==> src/rtl/led_select_ctrl_pkg.sv <==
// Shared constants, FSM encoding and index helpers for the LED selector.
package led_select_ctrl_pkg;

    localparam int unsigned NUM_LEDS                = 8;
    localparam int unsigned IDX_W                   = $clog2(NUM_LEDS);
    localparam int unsigned DEBOUNCE_CYCLES_DEFAULT = 12;
    localparam int unsigned AUTO_PERIOD_DEFAULT     = 600;

    typedef enum logic {
        StManual = 1'b0,
        StAuto   = 1'b1
    } state_e;

    // Increment an LED index, wrapping the last LED back to 0.
    function automatic logic [IDX_W-1:0] idx_inc(input logic [IDX_W-1:0] idx);
        return (idx == IDX_W'(NUM_LEDS - 1)) ? '0 : idx + IDX_W'(1);
    endfunction

    // Decrement an LED index, wrapping 0 back to the last LED.
    function automatic logic [IDX_W-1:0] idx_dec(input logic [IDX_W-1:0] idx);
        return (idx == '0) ? IDX_W'(NUM_LEDS - 1) : idx - IDX_W'(1);
    endfunction

endpackage

==> src/rtl/btn_debounce.sv <==
// Raw button conditioner: 2-flop synchronizer, saturating-agreement debouncer
// and a registered one-cycle pulse on each accepted press (0->1).
module btn_debounce #(
    parameter int unsigned DEBOUNCE_CYCLES = 12
) (
    input  logic clk,
    input  logic rst_n,
    input  logic btn_raw,
    output logic press
);

    localparam int unsigned CntW = (DEBOUNCE_CYCLES > 1) ? $clog2(DEBOUNCE_CYCLES) : 1;
    localparam logic [CntW-1:0] CntLast = CntW'(DEBOUNCE_CYCLES - 1);

    logic            sync1_q, sync2_q;
    logic            level_q, level_d;
    logic            press_q, press_d;
    logic [CntW-1:0] cnt_q, cnt_d;

    // Count disagreeing samples; any agreement restarts the count.
    always_comb begin
        cnt_d   = '0;
        level_d = level_q;
        press_d = 1'b0;
        if (sync2_q != level_q) begin
            if (cnt_q == CntLast) begin
                level_d = ~level_q;
                press_d = ~level_q;
            end else begin
                cnt_d = cnt_q + CntW'(1);
            end
        end
    end

    // Synchronizer, debounce state and press pulse registers.
    always_ff @(posedge clk or negedge rst_n) begin
        if (!rst_n) begin
            sync1_q <= 1'b0;
            sync2_q <= 1'b0;
            level_q <= 1'b0;
            press_q <= 1'b0;
            cnt_q   <= '0;
        end else begin
            sync1_q <= btn_raw;
            sync2_q <= sync1_q;
            level_q <= level_d;
            press_q <= press_d;
            cnt_q   <= cnt_d;
        end
    end

    assign press = press_q;

endmodule

==> src/rtl/led_select_ctrl.sv <==
// LED selector: three debounced buttons drive a MANUAL/AUTO FSM that steps an
// index over the LEDs, with a registered pulse whenever the index changes.
module led_select_ctrl
    import led_select_ctrl_pkg::*;
#(
    parameter int unsigned DEBOUNCE_CYCLES = DEBOUNCE_CYCLES_DEFAULT,
    parameter int unsigned AUTO_PERIOD     = AUTO_PERIOD_DEFAULT
) (
    input  logic       clk,
    input  logic       rst_n,
    input  logic       btn_next,
    input  logic       btn_prev,
    input  logic       btn_auto,
    output logic [7:0] led_select,
    output logic       sel_changed,
    output logic       mode_auto
);

    localparam int unsigned AutoCntW = (AUTO_PERIOD > 1) ? $clog2(AUTO_PERIOD) : 1;
    localparam logic [AutoCntW-1:0] AutoCntLast = AutoCntW'(AUTO_PERIOD - 1);

    logic press_next, press_prev, press_auto;
    logic step_up, step_dn, step_any;

    state_e              state_q, state_d;
    logic [IDX_W-1:0]    idx_q, idx_d;
    logic [AutoCntW-1:0] cnt_q, cnt_d;
    logic                changed_q, changed_d;

    btn_debounce #(
        .DEBOUNCE_CYCLES(DEBOUNCE_CYCLES)
    ) u_deb_next (
        .clk    (clk),
        .rst_n  (rst_n),
        .btn_raw(btn_next),
        .press  (press_next)
    );

    btn_debounce #(
        .DEBOUNCE_CYCLES(DEBOUNCE_CYCLES)
    ) u_deb_prev (
        .clk    (clk),
        .rst_n  (rst_n),
        .btn_raw(btn_prev),
        .press  (press_prev)
    );

    btn_debounce #(
        .DEBOUNCE_CYCLES(DEBOUNCE_CYCLES)
    ) u_deb_auto (
        .clk    (clk),
        .rst_n  (rst_n),
        .btn_raw(btn_auto),
        .press  (press_auto)
    );

    // Simultaneous next+prev cancel as a step but still count as user activity.
    assign step_up  = press_next & ~press_prev;
    assign step_dn  = press_prev & ~press_next;
    assign step_any = press_next | press_prev;

    // Next-state: mode toggle wins over steps; manual steps win over auto steps.
    always_comb begin
        state_d = state_q;
        idx_d   = idx_q;
        cnt_d   = cnt_q;
        if (press_auto) begin
            state_d = (state_q == StManual) ? StAuto : StManual;
            cnt_d   = '0;
        end else begin
            unique case (state_q)
                StManual: begin
                    cnt_d = '0;
                    if (step_up) begin
                        idx_d = idx_inc(idx_q);
                    end else if (step_dn) begin
                        idx_d = idx_dec(idx_q);
                    end
                end
                StAuto: begin
                    if (step_any) begin
                        state_d = StManual;
                        cnt_d   = '0;
                        if (step_up) begin
                            idx_d = idx_inc(idx_q);
                        end else if (step_dn) begin
                            idx_d = idx_dec(idx_q);
                        end
                    end else if (cnt_q == AutoCntLast) begin
                        cnt_d = '0;
                        idx_d = idx_inc(idx_q);
                    end else begin
                        cnt_d = cnt_q + AutoCntW'(1);
                    end
                end
                default: begin
                    state_d = StManual;
                    cnt_d   = '0;
                end
            endcase
        end
        changed_d = (idx_d != idx_q);
    end

    // FSM, index, auto counter and change-pulse registers.
    always_ff @(posedge clk or negedge rst_n) begin
        if (!rst_n) begin
            state_q   <= StManual;
            idx_q     <= '0;
            cnt_q     <= '0;
            changed_q <= 1'b0;
        end else begin
            state_q   <= state_d;
            idx_q     <= idx_d;
            cnt_q     <= cnt_d;
            changed_q <= changed_d;
        end
    end

    assign led_select  = 8'(idx_q);
    assign sel_changed = changed_q;
    assign mode_auto   = (state_q == StAuto);

endmodule

==> config.mk <==
export PLATFORM = sky130hd
export DESIGN_NAME = led_select_ctrl
export DESIGN_NICKNAME = d
export VERILOG_FILES = /design/src/rtl/led_select_ctrl_pkg.sv /design/src/rtl/btn_debounce.sv /design/src/rtl/led_select_ctrl.sv
export SDC_FILE = /design/constraint.sdc
export NUM_CORES = 1
export LEC_CHECK = 0
export CAP_MARGIN = 0
export CORE_ASPECT_RATIO = 0.75
export CORE_MARGIN = 1
export CORE_UTILIZATION = 26
export DETAILED_ROUTE_END_ITERATION = 12
export HOLD_SLACK_MARGIN = 0.15
export PLACE_DENSITY_LB_ADDON = 0.08
export SYNTH_ARGS = -nofsm -noshare
export SYNTH_HDL_FRONTEND = slang
export SYNTH_SLANG_ARGS = --single-unit
==> constraint.sdc <==
create_clock -name clk -period 3.6 [get_ports clk]
set_input_delay 1.08 -clock clk [delete_from_list [all_inputs] [get_ports clk]]
set_output_delay 1.08 -clock clk [all_outputs]
set_load 0.01 [all_outputs]
# ---- Word level (Yosys, flattened, before mapping)
# Index checks and enable logic that the tools add are counted.
dict set report op_classes {
  add_sub_neg 6
  n_eq_ne 9
  n_mux 28
  n_bitwise 9
  n_reduce_logical 4
}
# cell n
set ops {}
lappend ops {{$mux W10} 3}
lappend ops {{$mux W4} 6}
lappend ops {{$mux W3} 7}
lappend ops {{$pmux W10 S2} 1}
lappend ops {{$add A4 B1 Y4 const B} 3}
lappend ops {{$eq A4 B4 Y1 const B} 3}
lappend ops {{$add A10 B1 Y10 const B} 1}
lappend ops {{$eq A10 B10 Y1 const B} 1}
lappend ops {{$mux W1} 10}
lappend ops {{$not A1 Y1} 6}
lappend ops {{$pmux W3 S2} 1}
lappend ops {{$reduce_and A2 Y1} 3}
lappend ops {{$add A3 B1 Y3 const B} 1}
lappend ops {{$eq A3 B3 Y1 const B} 1}
lappend ops {{$logic_not A3 Y1} 1}
lappend ops {{$ne A1 B1 Y1} 3}
lappend ops {{$ne A3 B3 Y1} 1}
lappend ops {{$sub A3 B1 Y3 const B} 1}
lappend ops {{$and A1 B1 Y1} 2}
lappend ops {{$or A1 B1 Y1} 1}
dict set report totals {
  ff_bits 39
  out_inout_bits 10
}

# ---- Longest topological paths before layout
dict set report depth {
  depth_word 8
  depth_mapped 8
  depth_no_buf 8
}

# ---- Cells and area by module
# Synthesis repeated with hierarchy kept, for this count alone.
dict set report hier_totals {
  cells_unflattened 182
  hier_area_um2 2000.7
}
# module instances cells_per_inst area_each_um2 seq_area_each_um2
set by_module_without_submodules {}
lappend by_module_without_submodules {led_select_ctrl 1 113 1036.0 375.4}
lappend by_module_without_submodules {btn_debounce 3 23 321.6 200.2}

# ---- Worst setup path before layout
# No wires, ideal clock.
dict set report synth_path {
  path_kind {register to register}
  start {register idx_q[1]}
  end {register changed_q, in the netlist sel_changed}
  arrival_time_ps 2141
  setup_slack_ps 1328
  stages_incl_launch_ff 9
  path_buffers 1
  cell_sequence {dfrtp_1 > inv_1 > ha_1 > buf_6 > or3_4 > a311o_1 > a21oi_2 > o31ai_1 > or3_1}
}
dict set report synth_via {
  elab_chain_cells 8
  word_cells_on_any_way 13
  classes_between {2 x add/sub; 2 x eq/ne; 8 x mux; 1 x reduce/logical}
}
# element line_no
set synth_rtl {}
lappend synth_rtl {{start, declared} led_select_ctrl.sv:26} ;# logic [IDX_W-1:0] idx_q, idx_d;
lappend synth_rtl {{start signal, assigned} led_select_ctrl.sv:114} ;# idx_q <= idx_d;
lappend synth_rtl {{$sub A3 B1 Y3 / $logic_not A3 Y1 (equally long branches)} led_select_ctrl_pkg.sv:21} ;# return (idx == '0) ? IDX_W'(NUM_LEDS - 1) : idx - IDX_W'(1);
lappend synth_rtl {{$mux W3} led_select_ctrl_pkg.sv:21}
lappend synth_rtl {{$mux W3} {led_select_ctrl.sv:76, led_select_ctrl.sv:86}}
lappend synth_rtl {{$mux W3} {led_select_ctrl.sv:74, led_select_ctrl.sv:84}}
lappend synth_rtl {{$mux W3} led_select_ctrl.sv:81} ;# if (step_any) begin
lappend synth_rtl {{$pmux W3 S2} led_select_ctrl.sv:71} ;# unique case (state_q)
lappend synth_rtl {{$mux W3} led_select_ctrl.sv:67} ;# if (press_auto) begin
lappend synth_rtl {{$ne A3 B3 Y1 (*)} led_select_ctrl.sv:102} ;# changed_d = (idx_d != idx_q);
lappend synth_rtl {{net changed_d} led_select_ctrl.sv:28} ;# logic changed_q, changed_d;
lappend synth_rtl {{end signal, assigned} led_select_ctrl.sv:116} ;# changed_q <= changed_d;
lappend synth_rtl {{end, declared} led_select_ctrl.sv:28}
# Mark *: on every way through the listed nets, which the timed path passes. The rest lies on a longest branch.
# A chain may end at the register's enable or synchronous reset.

# ---- Worst setup path after layout
dict set report layout_path {
  start {register idx_q[2]}
  end {output led_select[2]}
}
# element line_no
set layout_lines {}
lappend layout_lines {{end, declared} led_select_ctrl.sv:14} ;# output logic [7:0] led_select,
# No word-level cell between the ends.

==> impl_metrics.ini <==
[synthesis]
yosys.area.top_type_share_pct = 48.63
synthSimpleGateAreaFrac_pct = 20.01
synth-compound-area-share_pct = 10.79
yosys.area_share.xor_xnor_pct = 6.110
ys_ff_latch = 39
yosysMostFrequentCell = dfrtp_1
synth_area_per_cell_um2 = 10.62
synth_cell_type_count = 45
synth_area_leader_cell = dfrtp_1
syn_inst = 189
synth.cell_area_mm2 = 0.002007
synthMuxAreaShare_pct = 4.177
yosys_warnings = 0
synth_adder_area_share_pct = 4.988
synth_ff_type = dfrtp_1
netlist_top_cells_count = dfrtp_1 (39), nor2_1 (26), nor3b_1 (9), o21ai_0 (9), xnor2_1 (9)
synthArstFlopShare_pct = 100.0
synth_edf_count = 0
ys_seq_area_share_pct = 48.63
synth_top_family_by_area = simple AND/OR/NAND/NOR gates
synthTopCellsByArea = dfrtp_1 (49%), ha_1 (5.0%), nor2_1 (4.9%)

[critical_path]
cpMaxStageDelayCell = clkdlybuf4s50_1
critical-path-top-delay-family = buffers and inverters
crit_path_end_kind = output pin
critical_path_required_ns = 2.52
critical-path-max-stage-delay_ns = 0.59
crit_path_cell_trace = clkdlybuf4s50_1
path_class = register to output pin
path_depth = 1
worstPathBufferInverterCount = 1
worstPathArrival_ns = 1.37
reg2reg_slack_ns = 1.21
path_max_fanout = 9
rr_worst_depth = 7
start_kind = register

[sta]
clock_skew_ns = 0.006824
rsz0062_at_grt = false
final_max_slew_viol_count = 0
tightestPinTransition_ns = 0.8734
setup_tns_ns = 0
hold_violations = 0
fmax_mhz = 408.6
finalSetupViolations = 0
final.min_clock_period_ns = 2.448
finalCritPeriodShare_pct = 67.99
slew_headroom_pct = 41.77

[global_routing]
antenna_found_initial = 0
grt-ovfl-total = 0
grt_pass1_vias = 1420
grt_util_all_layers_pct = 10.52
grt_max_degree = 40
grt_pass1_wl_um = 6486

[cells_and_area]
multiInputGateArea_um2 = 943.4
layout-drive-gt1-share_pct = 8.955
seq_area_um2 = 975.9
final_core_util_pct = 30.51
layout.nets = 213
final_cell_count_no_fill = 302
n_fill_cell = 748
finalInstanceArea_mm2 = 0.002257
syn_to_final_growth_pct = 12.47
insertedDiodeCount = 0

[pwr]
vdd_ir_drop_max_v = 0.0001853
comb_power_share_pct = 7.0
swShare_pct = 23.37
cellPowerDensity_mw_per_mm2 = 378.1
leakage_nw = 0.9565
p_int_mw = 0.6541
seqPwrFrac_pct = 54.3
p_sw_mw = 0.1994
power.share.clock_pct = 38.7

[floorplanning]
fp.dieW_um = 103.5
initial_core_util_pct = 27.13
core_area_mm2 = 0.007398
dieHeight_um = 78.09
rows = 27
ios = 15
die_area_mm2 = 0.008078

[cts]
cts_buffers = 5
clockBufferDepth = 2
htreeDepth = 2
clk-insertion-delay-late_ns = 0.28
cts_tree = built
clock-sinks = 39
root_buffer = clkbuf_8
cts_setup_buffers = 0
cts_resized = 0
clk_pin_slew_ns = 0.08
postCtsHoldBufs = 0

[drt]
drt-wirelength-per-cell_um = 12.07
drtAntennaViolNets = 0
drc = 0
viasPerCell = 4.543
drtPass1Iterations = 4
via_count = 1372
drtIter0Drc = 61
wl_um = 3644

[placed_design]
numPlacedInstances = 294
port_buffers = 9
dp_hpwl_um = 2582
post_dp_cell_area_mm2 = 0.002153
place_congestion = 0.8485

[min_path]
min_delay_path_depth = 0
worstHoldPathType = register to register

[outcome]
status = completed

[run]
cap_violations = 0
[flip-flops by register name, indices dropped and copies added, names as in the netlist, 3 cells and up]
name	cells
u_deb_auto.cnt_q	4
u_deb_prev.cnt_q	4
idx_q	3
cnt_q	10
u_deb_next.cnt_q	4
[worst paths after layout]
| kind | startpoint | endpoint |
|---|---|---|
| max in group asynchronous | rst_n | cnt_q[4]$_DFF_PN0_ |
| min reg2reg | u_deb_next.sync1_q$_DFF_PN0_ | u_deb_next.sync2_q$_DFF_PN0_ |
| max | idx_q[2]$_DFF_PN0_ | led_select[2] |
| max reg2reg | idx_q[1]$_DFF_PN0_ | sel_changed$_DFF_PN0_ |
| min | u_deb_next.sync1_q$_DFF_PN0_ | u_deb_next.sync2_q$_DFF_PN0_ |
| min in group asynchronous | rst_n | u_deb_next.sync1_q$_DFF_PN0_ |
[cell type report]
cell class | count | area share [%]
clock buffer | 7 | 4.268
clock inverter | 1 | 0.3326
inverter | 6 | 0.9978
multi-input combinational | 139 | 41.80
sequential | 39 | 43.24
tap | 101 | 5.599
timing repair buffer | 9 | 3.769
[routing by layer]
layer / GRT usage, % / part of all wire [%]
met2: 16.29 / 45
met3: 3.295 / 3.3
met1: 13.83 / 51
met4: 3.521 / 0.71
met5: 0 / 0
[cells in the final DEF, fill, tap and decap left out, types with 2 or more instances in the layout]
master	synthesis	layout
a211oi_1	2	2
a21oi_1	7	7
clkbuf_8	0	7
clkdlybuf4s50_1	0	8
conb_1	1	5
dfrtp_1	39	39
ha_1	8	8
inv_1	6	6
mux2_2	3	3
mux2i_1	5	5
nand2_1	8	8
nand2b_1	2	2
nand3_1	4	4
nand3b_1	4	4
nor2_1	26	26
nor2b_1	4	4
nor3_1	3	3
nor3b_1	9	9
o211ai_1	4	4
o21ai_0	9	9
o22ai_1	2	2
xnor2_1	9	9
xor2_1	5	5
[kinds of logic after synthesis]
group                      after synthesis
AOI/OAI and AO/OA                       33
muxes                                    8
xor gates and xnor gates                14
DFF                                     39
buffers and inverters                   15
adders and majority gates                8
other                                    1
and+or+nand+nor                         71
[metrics by stage]
step,hold WS [ns],total power [mW],setup slack (ns)
floorplan,0.3312,0.5117,1.328
detailed placement,0.3347,0.5334,1.238
finish,0.3515,0.8535,1.152
global placement,0.3335,0.5310,1.297
global route,0.3607,0.9015,1.079
CTS,0.3529,0.8729,1.130
[power groups by stage]
stage / Sequential [mW] / Clock [mW] / Combinational (mW)
2_1_floorplan: 0.471 / 0 / 0.0405
3_3_place_gp: 0.471 / 0 / 0.0595
3_5_place_dp: 0.472 / 0 / 0.0613
4_1_cts: 0.463 / 0.348 / 0.0617
5_1_grt: 0.466 / 0.366 / 0.0698
6_report: 0.463 / 0.330 / 0.0599
No activity file was read; power rests on OpenSTA's default activity.
